<file path="src/rtl/aes_uart_pkg.sv">
// Shared types and constants for the AES-over-UART host checker.
package aes_uart_pkg;

  typedef enum logic [2:0] {
    IDLE,
    SEND,
    SEND_WAIT,
    RX_CIPHER,
    RX_PLAIN,
    FINISH
  } state_t;

  localparam int         BLOCK_BYTES = 16;
  localparam logic [7:0] LFSR_TAPS   = 8'h1D;

  function automatic logic [7:0] lfsr_next(input logic [7:0] b);
    return {b[6:0], 1'b0} ^ (b[7] ? LFSR_TAPS : 8'h00);
  endfunction

endpackage

</file>
<file path="src/rtl/byte_lfsr8.sv">
// 8-bit Galois LFSR payload source; load wins over advance.
module byte_lfsr8
  import aes_uart_pkg::*;
(
  input  logic       clk,
  input  logic       reset_n,
  input  logic       load,
  input  logic [7:0] seed,
  input  logic       advance,
  output logic [7:0] out_byte
);

  always_ff @(posedge clk) begin
    if (!reset_n)     out_byte <= 8'h00;
    else if (load)    out_byte <= seed;
    else if (advance) out_byte <= lfsr_next(out_byte);
  end

endmodule

</file>
<file path="config.mk">
export PLATFORM = sky130hd
export DESIGN_NAME = byte_lfsr8
export DESIGN_NICKNAME = d
export VERILOG_FILES = /design/src/rtl/aes_uart_pkg.sv /design/src/rtl/byte_lfsr8.sv
export SDC_FILE = /design/constraint.sdc
export NUM_CORES = 1
export LEC_CHECK = 0
export ABC_CLOCK_PERIOD_IN_PS = 2800
export CAP_MARGIN = 20
export CORE_AREA = 4 4 41 43
export DETAILED_ROUTE_END_ITERATION = 7
export DIE_AREA = 0 0 45 47
export PLACE_DENSITY_LB_ADDON = 0.3
export SLEW_MARGIN = 25
export SYNTH_ARGS = -nofsm -noshare
export SYNTH_HDL_FRONTEND = slang
export SYNTH_SLANG_ARGS = --single-unit
</file>
<file path="constraint.sdc">
create_clock -name clk -period 2.8 [get_ports clk]
set_input_delay 0.56 -clock clk [delete_from_list [all_inputs] [get_ports clk]]
set_output_delay 0.56 -clock clk [all_outputs]
set_load 0.02 [all_outputs]
</file>
; After elaboration in Yosys (flattened, before gate mapping)
; Cells that the tools add are included.
[totals]
output_inout_bits = 8
register_bits = 8
elab_cells = 6
[classes]
n_mux = 3
n_bitwise = 1
reduce_logical = 1
[op_table]
columns = cell, count
row1 = two-way mux 8 bit, 2
row2 = XOR 8 x 5 -> 8 bit, 1
row3 = two-way mux 5 bit, 1
row4 = nonzero test 2 bit, 1

; Longest topological paths before layout
; Gate-level depths: netlist (run 1).
[logic_depth]
depth_word = 4
depth_mapped = 3
depth_no_buf = 2

; Worst setup path after synthesis (run 1)
; Ideal clock, no wire load.
[synth_path]
kind = input -> register
startpoint = input port advance
endpoint = register out_byte[0]
path_slack_ns = 1.532
t_required_ns = 2.684
n_path_buf = 1
path_stages = 3
t_arrival_ns = 1.152
setup_ns = 0.116
path_cell_list = buf_6 -> mux2_4 -> o211a_1
[synth_between]
elab_chain_len = 1
[synth_lines]
columns = item, line_no
row1 = "start, declared", byte_lfsr8.sv:9  ; input logic advance,
row2 = nonzero test 2 bit (no line), -
row3 = "end signal, assigned", byte_lfsr8.sv:16  ; else if (advance) out_byte <= lfsr_next(out_byte);
row4 = "end, declared", byte_lfsr8.sv:10  ; output logic [7:0] out_byte
; No other way between the ends.
; A chain may end at the register's enable or synchronous reset.

; Worst setup path in the final report (run 1)
[layout_path]
startpoint = register out_byte[7]
endpoint = output port out_byte[7]
; No word-level cell between the ends.

==> impl_metrics.ini, run 1 <==
[worst_setup_path]
crit_start = out_byte[7]
critPathRequiredTime_ns = 2.24
path_buf_inv = 1
r2r_start = out_byte[7]
r2r-end = out_byte[7]
crit_type = reg -> out
start_kind = flip-flop
cp_slowest_stage_delay_ns = 0.67
critPathArrivalTime_ns = 1.39
crit_path_top_delay_cell = clkdlybuf4s50_1
crit_chain = clkdlybuf4s50_1
cp-end-kind = output pin
crit_family = buffers and inverters
ff2ff_path_depth = 2
crit_end = out_byte[7]
r2r_setup_slack_ns = 1.81
worstPathMaxFanout = 6
cp.depth = 1

[logic_synthesis]
synth_top_area_frac = 0.357
synth_compound_area_frac = 0.162
synth-simple-area-share = 0.195
syn_avg_cell_area_sq_um = 11.5
synthXorXnorAreaFrac = 0.0585
synth_nets = 51
ys_ff_latch = 8
yosys.area.top_type = dfxtp_1
synth_mux_area_frac = 0.167
ys_seq_area_frac = 0.357
synth_cell_types = 11
synth_cells = 39
synth_area_leaders = dfxtp_1, mux2_4, o211a_1
synth_fa_ha_area_frac = 0
yosys_warnings = 0
synth_top_family_by_area = simple AND/OR/NAND/NOR gates
netlist_area_sq_um = 449

[floorplanning]
design.core.area_sq_mm = 0.00130
chipWidth_um = 45
io_pins = 20
die_h_um = 47
num_rows = 13
dieArea_sq_mm = 0.00212
start_util = 0.345

[cells_and_area]
layout_common_cells = clkdlybuf4s50_1, dfxtp_1, mux2_4, nand2b_1, o211a_1
mostFrequentLayoutCell = clkdlybuf4s50_1
largest_reg_flops = 8
fin_util = 0.502
multi_input_area_sq_um = 262
regMostFlops = out_byte
largest_registers = out_byte x8
drive_gt1_frac = 0.138
fillers = 149
final_nets = 72
final_cells = 73
area_growth_pct = 45.4
final-seq-area_sq_um = 160
diodes = 0

[timing]
finalHoldViolCount = 0
fin_crit_sh = 0.696
fin_tns_setup_ns = 0
slew_headroom = 0.640
clock_skew_ns = 0.00111
setup_viol = 0
final_max_slew_viol_count = 0
tightest_slew_ns = 0.539
max_freq_mhz = 513
rsz0062_at_grt = no
min_period_ns = 1.95

[detailed_routing]
route.met3.wl_um = 71
drt_iter0_drc = 8
routed_wl_um = 956
first_pass_iters = 3
wl_per_cell_um = 13.1
wl_met2_um = 413
num_vias = 354
remaining_drc_errors = 0
wl_met1_um = 471
highest_layer = met3
vias_per_cell = 4.85
drtAntennaViolNets = 0

[clock_tree]
root_buffer = clkbuf_4
cts_resized = 0
htreeDepth = 1
path_clk_slew_ns = 0.05
postCtsHoldBufs = 0
post_cts_buffers = 0
clkSinkCount = 8
cts_tree = yes
clockBufferDepth = 2
worstSkewPairLatency_ns = 0.25
numCtsBuffers = 3

[power]
power_leakage_nw = 0.279
total_power_mw = 0.297
ir_drop_uv = 217
power.density_mw_per_mm2 = 455

[place]
dp_cells = 70
port_buffers = 19
globalplace.congestion = 0.678

[grt]
grt_max_degree = 18
grtUsageTotal = 0.105
grt_overflow = 0
grt_pass1_vias = 342
grt_pass1_wl_um = 1530
antenna_found_initial = 0

[hold_path]
hold_path_class = reg -> reg

[flow_run]
maxCapViolCount = 0

[run_status]
outcome = complete, no violations
[cells by family after synthesis]
kind of cell    count (synthesis)
simple gates                   12
mux                             5
compound gates                  8
buf+inv                         3
xor+xnor                        3
flops                           8
[cell type report]
| type | count | area share |
|---|---|---|
| Multi-Input combinational cell | 28 | 0.400 |
| Timing Repair Buffer | 19 | 0.291 |
| Sequential cell | 8 | 0.245 |
| Clock buffer | 3 | 0.0345 |
| Tap cell | 15 | 0.0287 |
[stage by stage]
step	cell area (sq um)	setup WS [ns]	hold slack, ns
2_1_floorplan	449	1.53	0.613
3_3_place_gp	631	0.850	0.547
3_5_place_dp	631	0.855	0.543
4_1_cts	653	0.835	0.553
5_1_grt	653	0.771	0.578
6_report	653	0.850	0.547
[report_power, final]
part           switching, mW  internal [mW]  leakage, nW
clock network         0.0370         0.0489       0.0138
logic                 0.0298         0.0495        0.199
registers            0.00886          0.123       0.0664
[synth_stat cells (all sizes together)]
cell type and count:
dfxtp 8, mux2 5, nand2b 5, o211a 5, buf 3, nand3 3
nand4bb 3, o211ai 3, xnor2 3, nand3b 1
[worst register-to-register path: cells and delay by family, from the launching register on]
| family | cells | cell delay [ns] |
|---|---|---|
| AO/OA/AOI/OAI | 1 | 0.20 |
| flip-flops | 1 | 0.38 |
| multiplexers | 1 | 0.30 |
[layer usage]
metal,up-vias,global-route usage
li1,183,-
met1,158,0.130
met2,13,0.153
met3,0,0.0498
met4,0,0.0526
met5,-,0
[how the worst min path moves through the flow]
stage	from	to	cells after the start
finish	out_byte[4]	out_byte[4]	2
global route	out_byte[4]	out_byte[4]	2
CTS	out_byte[4]	out_byte[4]	2
detailed placement	out_byte[4]	out_byte[4]	2
global placement	out_byte[4]	out_byte[4]	2
floorplan	out_byte[4]	out_byte[4]	2
No activity file was read; power rests on OpenSTA's default activity.
==> run 2, diff against run 1 <==
ABC_CLOCK_PERIOD_IN_PS = 1700   (was 2800)
clock period = 1.7 ns   (was 2.8 ns; I/O delays follow)
==> run 2 against run 1 <==
Compared with the run above: flip-flop and latch count unchanged; non-clock buffer count up 4; die area unchanged; first-iteration DRC count fell by 75%; combinational power grew 79%; sequential share of layout area decreased by 1.1 points; power rose by 71%; routed wire length increased by 9.5%; hold slack better by 0.0072 ns; critical endpoint is now out_byte[1]; clock skew grew 0.0050 ns; critical path type unchanged; core utilization is 2.3 points higher; critical path depth did not move.
==> impl_metrics.ini, run 2 (same netlist as run 1, synthesis figures left out) <==
[place]
dp_hpwl_um = 791
dp_cells = 74
port_buffers = 19
globalplace.congestion = 0.697

[run_status]
outcome = complete, no violations

[floorplanning]
design.core.area_sq_mm = 0.00130
start_util = 0.345
io_pins = 20
num_rows = 13
die_h_um = 47
chipWidth_um = 45
dieArea_sq_mm = 0.00212

[timing]
slew_headroom = 0.762
fin_crit_sh = 0.936
fin_tns_setup_ns = 0
max_freq_mhz = 629
clock_skew_ns = 0.00611
setup_viol = 0
tightest_slew_ns = 0.356
finalHoldViolCount = 0
rsz0062_at_grt = no
final_max_slew_viol_count = 0
min_period_ns = 1.59

[power]
ir_drop_uv = 338
power.density_mw_per_mm2 = 742
power_leakage_nw = 0.298

[detailed_routing]
drtAntennaViolNets = 0
wl_per_cell_um = 13.6
drt_iter0_drc = 2
num_vias = 381
vias_per_cell = 4.95
routed_wl_um = 1050
first_pass_iters = 4
remaining_drc_errors = 0

[clock_tree]
cts_resized = 0
htreeDepth = 1
clockBufferDepth = 2
path_clk_slew_ns = 0.06
worstSkewPairLatency_ns = 0.26
postCtsHoldBufs = 0
root_buffer = clkbuf_4
cts_tree = yes
numCtsBuffers = 3
post_cts_buffers = 0
clkSinkCount = 8

[worst_setup_path]
critPathRequiredTime_ns = 1.36
cp_slowest_stage_delay_ns = 0.62
crit_type = reg -> out
crit_family = buffers and inverters
path_buf_inv = 1
critPathArrivalTime_ns = 1.25
crit_path_top_delay_cell = clkdlybuf4s50_1
worstPathMaxFanout = 3
start_kind = flip-flop
r2r_setup_slack_ns = 0.66
cp-end-kind = output pin
crit_chain = clkdlybuf4s50_1

[cells_and_area]
layout_common_cells = clkdlybuf4s50_1, dfxtp_1, mux2_4, nand2b_1, o211a_1
largest_registers = out_byte x8
regMostFlops = out_byte
drive_gt1_frac = 0.194
fillers = 150
final_nets = 76
mostFrequentLayoutCell = clkdlybuf4s50_1
largest_reg_flops = 8
area_growth_pct = 52.1
multi_input_area_sq_um = 262
diodes = 0
final-seq-area_sq_um = 160
final_cells = 77

[grt]
antenna_found_initial = 0
grt_pass1_wl_um = 1710
grt_pass1_vias = 386
grt_overflow = 0
grtUsageTotal = 0.116
grt_max_degree = 11

[flow_run]
maxCapViolCount = 0

[hold_path]
hold_path_class = reg -> reg
## run 2: changes by cell type in the layout (fill, tap and decap cells not counted)
cell   delta
buf_4     +4
## run 2: worst paths after layout
kind	cells after the start	to	start
max	1	out_byte[1]	out_byte[1]
min	2	out_byte[4]	out_byte[4]
max reg2reg	3	out_byte[7]	out_byte[7]
min reg2reg	2	out_byte[4]	out_byte[4]
## run 2: report_power, final
part / total [mW] / internal [mW] / leakage [nW] / switching, mW
Sequential: 0.214 / 0.202 / 0.0664 / 0.0121
Combinational: 0.142 / 0.0881 / 0.218 / 0.0538
Clock: 0.151 / 0.0811 / 0.0138 / 0.0696
Total: 0.507 / 0.371 / 0.298 / 0.136
## run 2: routing by layer
| metal | global-route usage | vias to the layer above | part of all wire |
|---|---|---|---|
| met5 | 0 | - | 0 |
| met4 | 0.0877 | 0 | 0.018 |
| met3 | 0.0460 | 2 | 0.096 |
| met2 | 0.158 | 15 | 0.44 |
| met1 | 0.146 | 172 | 0.45 |
| li1 | - | 192 | - |
## run 2: area by class of cell
type                    instances  share of cell area
multi-input cells              28               0.383
flip-flops and latches          8               0.234
clock buffers                   3              0.0330
repair buffers                 23               0.322
well taps                      15              0.0275
## run 2: per-stage QoR
stage	hold slack [ns]	power, mW	util	instance area [sq um]	setup WS, ns
finish	0.555	0.507	0.525	683	0.109
global route	0.585	0.533	0.525	683	0.0573
CTS	0.564	0.520	0.525	683	0.0907
detailed placement	0.556	0.362	0.508	661	0.0165
global placement	0.552	0.360	0.508	661	0.0361
floorplan	0.498	0.295	-	449	0.652
## run 2: tightest hold or removal path, stage by stage, from the launching register on
cell	delay (ns)
dfxtp_1	0.32
nand4bb_1	0.10
o211ai_1	0.08
